$ cat src/rtl/nas_pkg.sv
// Shared constants for the nibble add sequencer: FSM encoding, nibble width,
// and the index-width helper used to size the nibble counter.
package nas_pkg;

  localparam logic [1:0] ST_IDLE = 2'd0;
  localparam logic [1:0] ST_RUN  = 2'd1;
  localparam logic [1:0] ST_DONE = 2'd2;

  localparam int NIBBLE_W = 4;

  function automatic int clog2(input int n);
    int r;
    r = 0;
    while ((1 << r) < n) r++;
    return r;
  endfunction

  // A single-nibble build still needs a 1-bit index register.
  function automatic int idx_w(input int n);
    return (clog2(n) < 1) ? 1 : clog2(n);
  endfunction

endpackage

$ cat src/rtl/nibble_adder.sv
// 4-bit ripple-carry adder, purely combinational.
// Latency: none. Backpressure: none (no handshake).
// Bit-level carry chain; carry-in enters bit 0, carry-out leaves bit 3.
module nibble_adder
  import nas_pkg::*;
(
  input  logic [NIBBLE_W-1:0] a,
  input  logic [NIBBLE_W-1:0] b,
  input  logic                ci,
  output logic [NIBBLE_W-1:0] s,
  output logic                co
);

  logic [NIBBLE_W:0] c;

  assign c[0] = ci;

  for (genvar i = 0; i < NIBBLE_W; i++) begin : g_bit
    assign s[i]   = a[i] ^ b[i] ^ c[i];
    assign c[i+1] = (a[i] & b[i]) | (c[i] & (a[i] ^ b[i]));
  end

  assign co = c[NIBBLE_W];

endmodule

$ cat src/rtl/nibble_add_sequencer.sv
// Multi-cycle WIDTH-bit adder time-sharing one nibble adder, LSB nibble first.
// Latency: result valid NIB+1 cycles after the accept cycle; no overlap between ops.
// Backpressure: in_ready low while busy; result held in DONE until out_ready. Macro: NAS_ADD_SUB_EN.
module nibble_add_sequencer
  import nas_pkg::*;
#(
  parameter int WIDTH = 16
) (
  input  logic             clk,
  input  logic             reset,
  input  logic             in_valid,
  output logic             in_ready,
  input  logic [WIDTH-1:0] a,
  input  logic [WIDTH-1:0] b,
  input  logic             cin,
  input  logic             sub,
  output logic             out_valid,
  input  logic             out_ready,
  output logic [WIDTH-1:0] sum,
  output logic             cout
);

  localparam int NIB = WIDTH / NIBBLE_W;
  localparam int IW  = idx_w(NIB);
  localparam logic [IW-1:0] LAST = IW'(NIB - 1);

  logic [1:0]          state;
  logic [WIDTH-1:0]    a_r;
  logic [WIDTH-1:0]    b_r;
  logic [WIDTH-1:0]    sum_r;
  logic                carry_r;
  logic                cout_r;
  logic [IW-1:0]       idx;
  logic [NIBBLE_W-1:0] a_nib;
  logic [NIBBLE_W-1:0] b_nib;
  logic [NIBBLE_W-1:0] b_in;
  logic [NIBBLE_W-1:0] s_nib;
  logic                co_nib;
  logic                carry_init;

  always_comb begin
    a_nib = '0;
    b_nib = '0;
    for (int i = 0; i < NIB; i++) begin
      if (idx == IW'(i)) begin
        a_nib = a_r[i*NIBBLE_W +: NIBBLE_W];
        b_nib = b_r[i*NIBBLE_W +: NIBBLE_W];
      end
    end
  end

`ifdef NAS_ADD_SUB_EN
  logic sub_r;

  // Subtract as a + ~b + 1: invert b per nibble and seed the carry with ~cin.
  assign b_in       = sub_r ? ~b_nib : b_nib;
  assign carry_init = sub ? ~cin : cin;

  always_ff @(posedge clk) begin
    if (reset) begin
      sub_r <= 1'b0;
    end else if (state == ST_IDLE && in_valid) begin
      sub_r <= sub;
    end
  end
`else
  logic unused_sub;

  assign unused_sub = sub;
  assign b_in       = b_nib;
  assign carry_init = cin;
`endif

  nibble_adder u_nibble_adder (
    .a  (a_nib),
    .b  (b_in),
    .ci (carry_r),
    .s  (s_nib),
    .co (co_nib)
  );

  always_ff @(posedge clk) begin
    if (reset) begin
      state   <= ST_IDLE;
      a_r     <= '0;
      b_r     <= '0;
      sum_r   <= '0;
      carry_r <= 1'b0;
      cout_r  <= 1'b0;
      idx     <= '0;
    end else begin
      case (state)
        ST_IDLE: begin
          if (in_valid) begin
            a_r     <= a;
            b_r     <= b;
            carry_r <= carry_init;
            idx     <= '0;
            state   <= ST_RUN;
          end
        end
        ST_RUN: begin
          for (int i = 0; i < NIB; i++) begin
            if (idx == IW'(i)) sum_r[i*NIBBLE_W +: NIBBLE_W] <= s_nib;
          end
          carry_r <= co_nib;
          idx     <= idx + 1'b1;
          if (idx == LAST) begin
            cout_r <= co_nib;
            state  <= ST_DONE;
          end
        end
        ST_DONE: begin
          if (out_ready) state <= ST_IDLE;
        end
        default: state <= ST_IDLE;
      endcase
    end
  end

  assign in_ready  = (state == ST_IDLE) && !reset;
  assign out_valid = (state == ST_DONE);
  assign sum       = sum_r;
  assign cout      = cout_r;

endmodule
$ cat config.mk
export PLATFORM = sky130hd
export DESIGN_NAME = nibble_add_sequencer
export DESIGN_NICKNAME = d
export VERILOG_FILES = /design/src/rtl/nas_pkg.sv /design/src/rtl/nibble_adder.sv /design/src/rtl/nibble_add_sequencer.sv
export SDC_FILE = /design/constraint.sdc
export NUM_CORES = 1
export LEC_CHECK = 0
export CORE_MARGIN = 2
export CORE_UTILIZATION = 35
export CTS_CLUSTER_DIAMETER = 40
export CTS_CLUSTER_SIZE = 16
export DETAILED_ROUTE_END_ITERATION = 10
export SYNTH_ARGS = -nofsm -noshare
export SYNTH_HDL_FRONTEND = slang
export SYNTH_SLANG_ARGS = --single-unit
$ cat constraint.sdc
create_clock -name clk -period 3.1 [get_ports clk]
set_clock_uncertainty 0.15 [all_clocks]
set_input_delay 0.93 -clock clk [delete_from_list [all_inputs] [get_ports clk]]
set_output_delay 0.93 -clock clk [all_outputs]
set_load 0.03 [all_outputs]
### Word level (Yosys, flattened, before mapping)

Index checks and enable logic that the tools add are counted.

* add/subtract/negate cells: 1
* multiplexer cells: 16
* bitwise operators: 20
* equality and inequality tests: 8
* reduce and logical (&&, ||, !) cells: 12

Operators by type and width (number)
* $mux W4: 8
* $reduce_and A2 Y1: 6
* $and A1 B1 Y1: 8
* $mux W2: 4
* $xor A1 B1 Y1: 8
* $eq A2 B2 Y1 const B: 3
* $pmux W2 S3: 1
* $eq A2 B1 Y1 const B: 2
* $logic_not A2 Y1: 2
* $ne A2 B2 Y1 const B: 2
* $or A1 B1 Y1: 4
* $pmux W2 S2: 1
* $reduce_and A3 Y1: 1
* $add A2 B1 Y2 const B: 1
* $ne A2 B1 Y1 const B: 1
* $pmux W1 S2: 1
* $reduce_bool A2 Y1: 1
* $logic_and A1 B1 Y1: 1
* $logic_not A1 Y1: 1
* $mux W1: 1

* output and inout bits: 19
* bits of input ports: 38
* word-level logic and storage cells: 67
* bits in registers: 54

### Depth between registers and ports, before layout

* depth after elaboration: 15
* gate-level depth with buffers: 14

### Cells and area by module

From an unflattened synthesis, not the netlist that was laid out.

* cells, all modules: 282
* area, all modules: 2388.5 um^2

By module, submodules not included
* nibble_add_sequencer: area each 2270.9 um^2, cells an instance 268, times used 1, sequential area each 1081.0 um^2
* nibble_adder: area each 117.6 um^2, cells an instance 14, times used 1, sequential area each 0.0 um^2

### Worst setup path before layout

No wires, ideal clock.

* path kind: reg-to-reg
* start: register idx[0]
* end: register sum_r[11], in the netlist sum[11]
* arrival time: 3.125 ns
* buffers on the path: 1
* setup slack: -0.245 ns
* required time: 2.880 ns
* cell stages (with the launch flop): 14
* cell sequence: dfxtp_1 -> inv_1 -> ha_1 -> nor2b_1 -> buf_2 -> a221o_1 -> a22oi_1 -> fa_1 -> inv_1 -> fa_1 -> fa_1 -> fa_1 -> nand3_1 -> a21oi_1

* longest elaborated chain between the ends: 13

Ends and longest elaborated chain
* from (decl): RTL line nibble_add_sequencer.sv:33 `logic [IW-1:0] idx;`
* from (signal assigned): RTL line nibble_add_sequencer.sv:107 `idx <= idx + 1'b1;`
* $logic_not A2 Y1: RTL line nibble_add_sequencer.sv:45 `if (idx == IW'(i)) begin`
* $mux W4 (4 in a row): RTL line nibble_add_sequencer.sv:45
* $xor A1 B1 Y1: RTL line nibble_adder.sv:20 `assign c[i+1] = (a[i] & b[i]) | (c[i] & (a[i] ^ b[i]));`
* $and A1 B1 Y1: RTL line nibble_adder.sv:20
* $or A1 B1 Y1: RTL line nibble_adder.sv:20
* $and A1 B1 Y1: RTL line nibble_adder.sv:20
* $or A1 B1 Y1: RTL line nibble_adder.sv:20
* $and A1 B1 Y1: RTL line nibble_adder.sv:20
* $or A1 B1 Y1: RTL line nibble_adder.sv:20
* $xor A1 B1 Y1 *: RTL line nibble_adder.sv:19 `assign s[i] = a[i] ^ b[i] ^ c[i];`
* net s_nib[3]: RTL line nibble_add_sequencer.sv:37 `logic [NIBBLE_W-1:0] s_nib;`
* to (signal, indexed assignment): RTL line nibble_add_sequencer.sv:104 `if (idx == IW'(i)) sum_r[i*NIBBLE_W +: NIBBLE_W] <= s_nib;`
* to (decl): RTL line nibble_add_sequencer.sv:30 `logic [WIDTH-1:0] sum_r;`

The timed path passes the listed nets; every way through them passes the cells marked *.
A chain may end at the register's enable or synchronous reset.

### Final worst setup path

* start: register idx[0]
* end: register sum_r[3], in the netlist sum[3]

The elaborated chain is that of the path after synthesis.

==> impl_results.md <==
- Seq cells post-synth: 54
- Internal portion of total power: 0.001057 W
- Proportion of synthesized flip-flops having asynchronous set or reset: 0
- Overall via count from detail_route: 1963
- Post-synthesis cell area: 2429 um2
- Count of different cell masters after synthesis: 30
- Maximum level of the CTS H-tree: 2
- Placed standard-cell area: 3082 um2
- Switching pwr: 0.0003903 W
- Final core occ: 0.4774
- Cell taking the most area after synthesis: sky130_fd_sc_hd__dfxtp_1
- Maximum operating frequency: 307.3 MHz
- Area occupied by multi-input gates: 1220 um2
- Ant diodes: 0
- Via count of the first global-routing pass: 1850
- Core Rows: 30
- Starting Density: 0.3594
- Top Ports: 57
- Post-route setup slack: -0.1540 ns
- Die Footprint: 7621 um2
- Net count reported at finish: 358
- Average wire length per cell after detail routing: 13.68 um
- Critical Path Fanout Max: 4
- Placed Instances: 384
- Worst skew pair latency: 0.31 ns
- Initial antenna violation count: 0
- Avg Vias per Cell: 4.995
- Switching share of power: 0.2696
- Part of the Yosys area used for sequential elements: 0.4451
- Tightest slew margin relative to the limit: 0.6279
- First-iteration detailed-routing DRC count: 77
- Placer Congestion: 0.6958
- CTS Hold Buffers Added: 0
- Most frequently used cell type in the post-synthesis netlist: sky130_fd_sc_hd__dfxtp_1
- Global-route wire length before repair: 8763 um
- Number of buffers added by the clock tree synthesis step: 5
- Port bufs: 55
- Count of mapped cells out of synthesis: 254
- Post-DP HPWL: 3881 um
- Flip-flop and latch area: 1086 um2
- CTS Sinks: 54
- Warnings, synthesis: 0
- Proportion of power drawn by combinational gates: 0.197
- Die extent in y: 87.30 um
- Root Driver: sky130_fd_sc_hd__clkbuf_8
- Horizontal die dimension: 87.30 um
- Total of endpoints with negative setup slack in the final report: 5
- Top cells by instance count after synthesis: sky130_fd_sc_hd__dfxtp_1, sky130_fd_sc_hd__nor2_1, sky130_fd_sc_hd__mux2i_1, sky130_fd_sc_hd__a21oi_1, sky130_fd_sc_hd__nand2_1
- Total track usage: 0.1468
- Type of the setup path with the least slack: reg -> reg
- Status: finished, violations left
- Dominant register cell in the synthesized netlist: sky130_fd_sc_hd__dfxtp_1
- Number of max-slew violations in the final report: 0
- Unrepaired setup endpoints after global routing: yes
- Violations in the final reports: setup timing
- Routed wire length: 5375 um
- Startpoint kind of the worst setup timing path: flip-flop
- Final hold slack: 0.3048 ns
- Area inside the core boundary: 6756 um2
- Slew of the pin with the lowest slew margin: 0.5581 ns
- Average cell area after synthesis: 9.561 um2
- Total power consumption of the routed design: 0.001448 W
- Power density of the placed cells: 448.8 nW/um2
- Filler cells: 667
- Arrival time at the worst endpoint: 3.34 ns
- Clock-pin slew on the worst setup and hold paths: 0.09 ns
- Post-layout min period: 3.254 ns
- Number of iterations in the first detailed-routing pass: 4
- Final instance count without filler cells: 393
- Kind of end point of the critical path: flip-flop
- DRC errors left: 0
- Synth-to-layout area growth: 32.82%
- Share of the cycle needed by the critical path after routing: 1.050
- Critical path data required time: 3.19 ns
- Number of maximum-capacitance constraint violations: 0
- Area share of the largest cell type after synthesis: 0.4451
- Final count of hold timing violations: 0
- Maximum buffer depth of the clock tree: 2
- Reg power frac: 0.521
- Pin count of the biggest net entering global routing: 55
- Ratio of cells with drive above 1 in the final layout: 0.1470
- Leakage power total: 1.207 nW
- Grt ovf: 0
- Final ANT Viol Nets: 0
- CTS tree: done
- Main area contributors after synthesis: sky130_fd_sc_hd__dfxtp_1, sky130_fd_sc_hd__mux2i_1, sky130_fd_sc_hd__nor2_1, sky130_fd_sc_hd__a21oi_1, sky130_fd_sc_hd__fa_1
- Hold WC Path Type: reg -> reg
- Synth Net Count: 300
- Non-Filler Cell Area, Final: 3226 um2
- Proportion of power drawn by the clock network: 0.282
- Highest ir drop seen on vdd: 0.2002 mV
- EDFF count, synth: 0
-- cells by family after synthesis --
group | count (synthesis) | share of synthesized area
buffers and inverters | 29 | 0.07986
and+or+nand+nor | 84 | 0.1607
DFF | 54 | 0.4451
AOI/OAI and AO/OA | 47 | 0.1288
adders and majority gates | 8 | 0.05358
muxes | 32 | 0.1319
-- final timing paths --
| check | end | from | depth (start not counted) | slack (ns) |
|---|---|---|---|---|
| max | sum[3]$_SDFFE_PP0P_ | idx[0]$_SDFFE_PP0P_ | 12 | -0.15 |
| min | sum[7]$_SDFFE_PP0P_ | sum[7]$_SDFFE_PP0P_ | 2 | 0.30 |
| max reg2reg | sum[3]$_SDFFE_PP0P_ | idx[0]$_SDFFE_PP0P_ | 12 | -0.15 |
| min reg2reg | sum[7]$_SDFFE_PP0P_ | sum[7]$_SDFFE_PP0P_ | 2 | 0.30 |
-- sequential cells by signal, summed over array words and instances, names as in the netlist --
register,count
b_r,16
state,2
cout,1
idx,2
sum,16
a_r,16
carry_r,1
-- routing by layer --
metal,GRT usage,share of wire,wire [um]
met4,0.04615,0.011,61
met2,0.2459,0.48,2580
met5,0,0,0
met1,0.1889,0.47,2542
met3,0.03033,0.036,191
-- power by group through the flow --
stage / Combinational [W] / Clock (W) / Sequential (W)
after floorplan: 0.000172 / 0 / 0.000774
after global placement: 0.000274 / 0 / 0.000769
after detailed placement: 0.000277 / 0 / 0.000770
after CTS: 0.000284 / 0.000421 / 0.000755
after global routing: 0.000307 / 0.000446 / 0.000759
final: 0.000285 / 0.000409 / 0.000754
-- worst max-delay path, cell delays in order, from the launching register on --
cell,delay [ns]
sky130_fd_sc_hd__dfxtp_4,0.39
sky130_fd_sc_hd__inv_4,0.05
sky130_fd_sc_hd__ha_4,0.15
sky130_fd_sc_hd__nor2b_4,0.13
sky130_fd_sc_hd__a221o_1,0.30
sky130_fd_sc_hd__a22oi_2,0.18
sky130_fd_sc_hd__fa_2,0.24
sky130_fd_sc_hd__inv_2,0.04
sky130_fd_sc_hd__fa_2,0.35
sky130_fd_sc_hd__fa_2,0.37
sky130_fd_sc_hd__fa_2,0.60
sky130_fd_sc_hd__nand3_1,0.09
sky130_fd_sc_hd__a21oi_1,0.15
-- metrics by stage --
step / TNS (ns) / setup slack (ns)
after global placement: -0.9793 / -0.2087
after CTS: -0.6176 / -0.1648
after global routing: -1.271 / -0.2993
after detailed placement: -1.176 / -0.2423
final: -0.5663 / -0.1540
after floorplan: -0.5779 / -0.1322
-- final cells by class --
class | instances | area share
Timing Repair Buffer | 72 | 0.2137
Clock inverter | 2 | 0.003879
Clock buffer | 6 | 0.02560
Tap cell | 80 | 0.03103
Sequential cell | 54 | 0.3367
Inverter | 8 | 0.01086
Multi-Input combinational cell | 171 | 0.3782
-- repair_timing --
item,CTS,global route
pin swaps,11,0
setup buffers,0,1
setup endpoints to repair,6,6
resized for setup,12,1
-- placed cells by master, fill, tap and decap left out, types with 2 or more instances in the layout --
cell type                         instances
sky130_fd_sc_hd__nand2_1                 21
sky130_fd_sc_hd__o31ai_1                  6
sky130_fd_sc_hd__buf_4                   15
sky130_fd_sc_hd__inv_2                    2
sky130_fd_sc_hd__a21oi_1                 23
sky130_fd_sc_hd__a22oi_2                  2
sky130_fd_sc_hd__nor2b_1                  6
sky130_fd_sc_hd__o21ai_0                  2
sky130_fd_sc_hd__nand3_1                 12
sky130_fd_sc_hd__a311oi_1                 4
sky130_fd_sc_hd__clkdlybuf4s50_1         54
sky130_fd_sc_hd__ha_4                     2
sky130_fd_sc_hd__nor2_1                  34
sky130_fd_sc_hd__nor2b_4                  2
sky130_fd_sc_hd__mux2i_1                 32
sky130_fd_sc_hd__clkbuf_8                 6
sky130_fd_sc_hd__inv_1                    4
sky130_fd_sc_hd__inv_4                    2
sky130_fd_sc_hd__fa_2                     4
sky130_fd_sc_hd__dfxtp_1                 52
sky130_fd_sc_hd__a221oi_1                 6
sky130_fd_sc_hd__a221o_1                  2
sky130_fd_sc_hd__nand3b_1                 4
No activity file was read; power rests on OpenSTA's default activity.
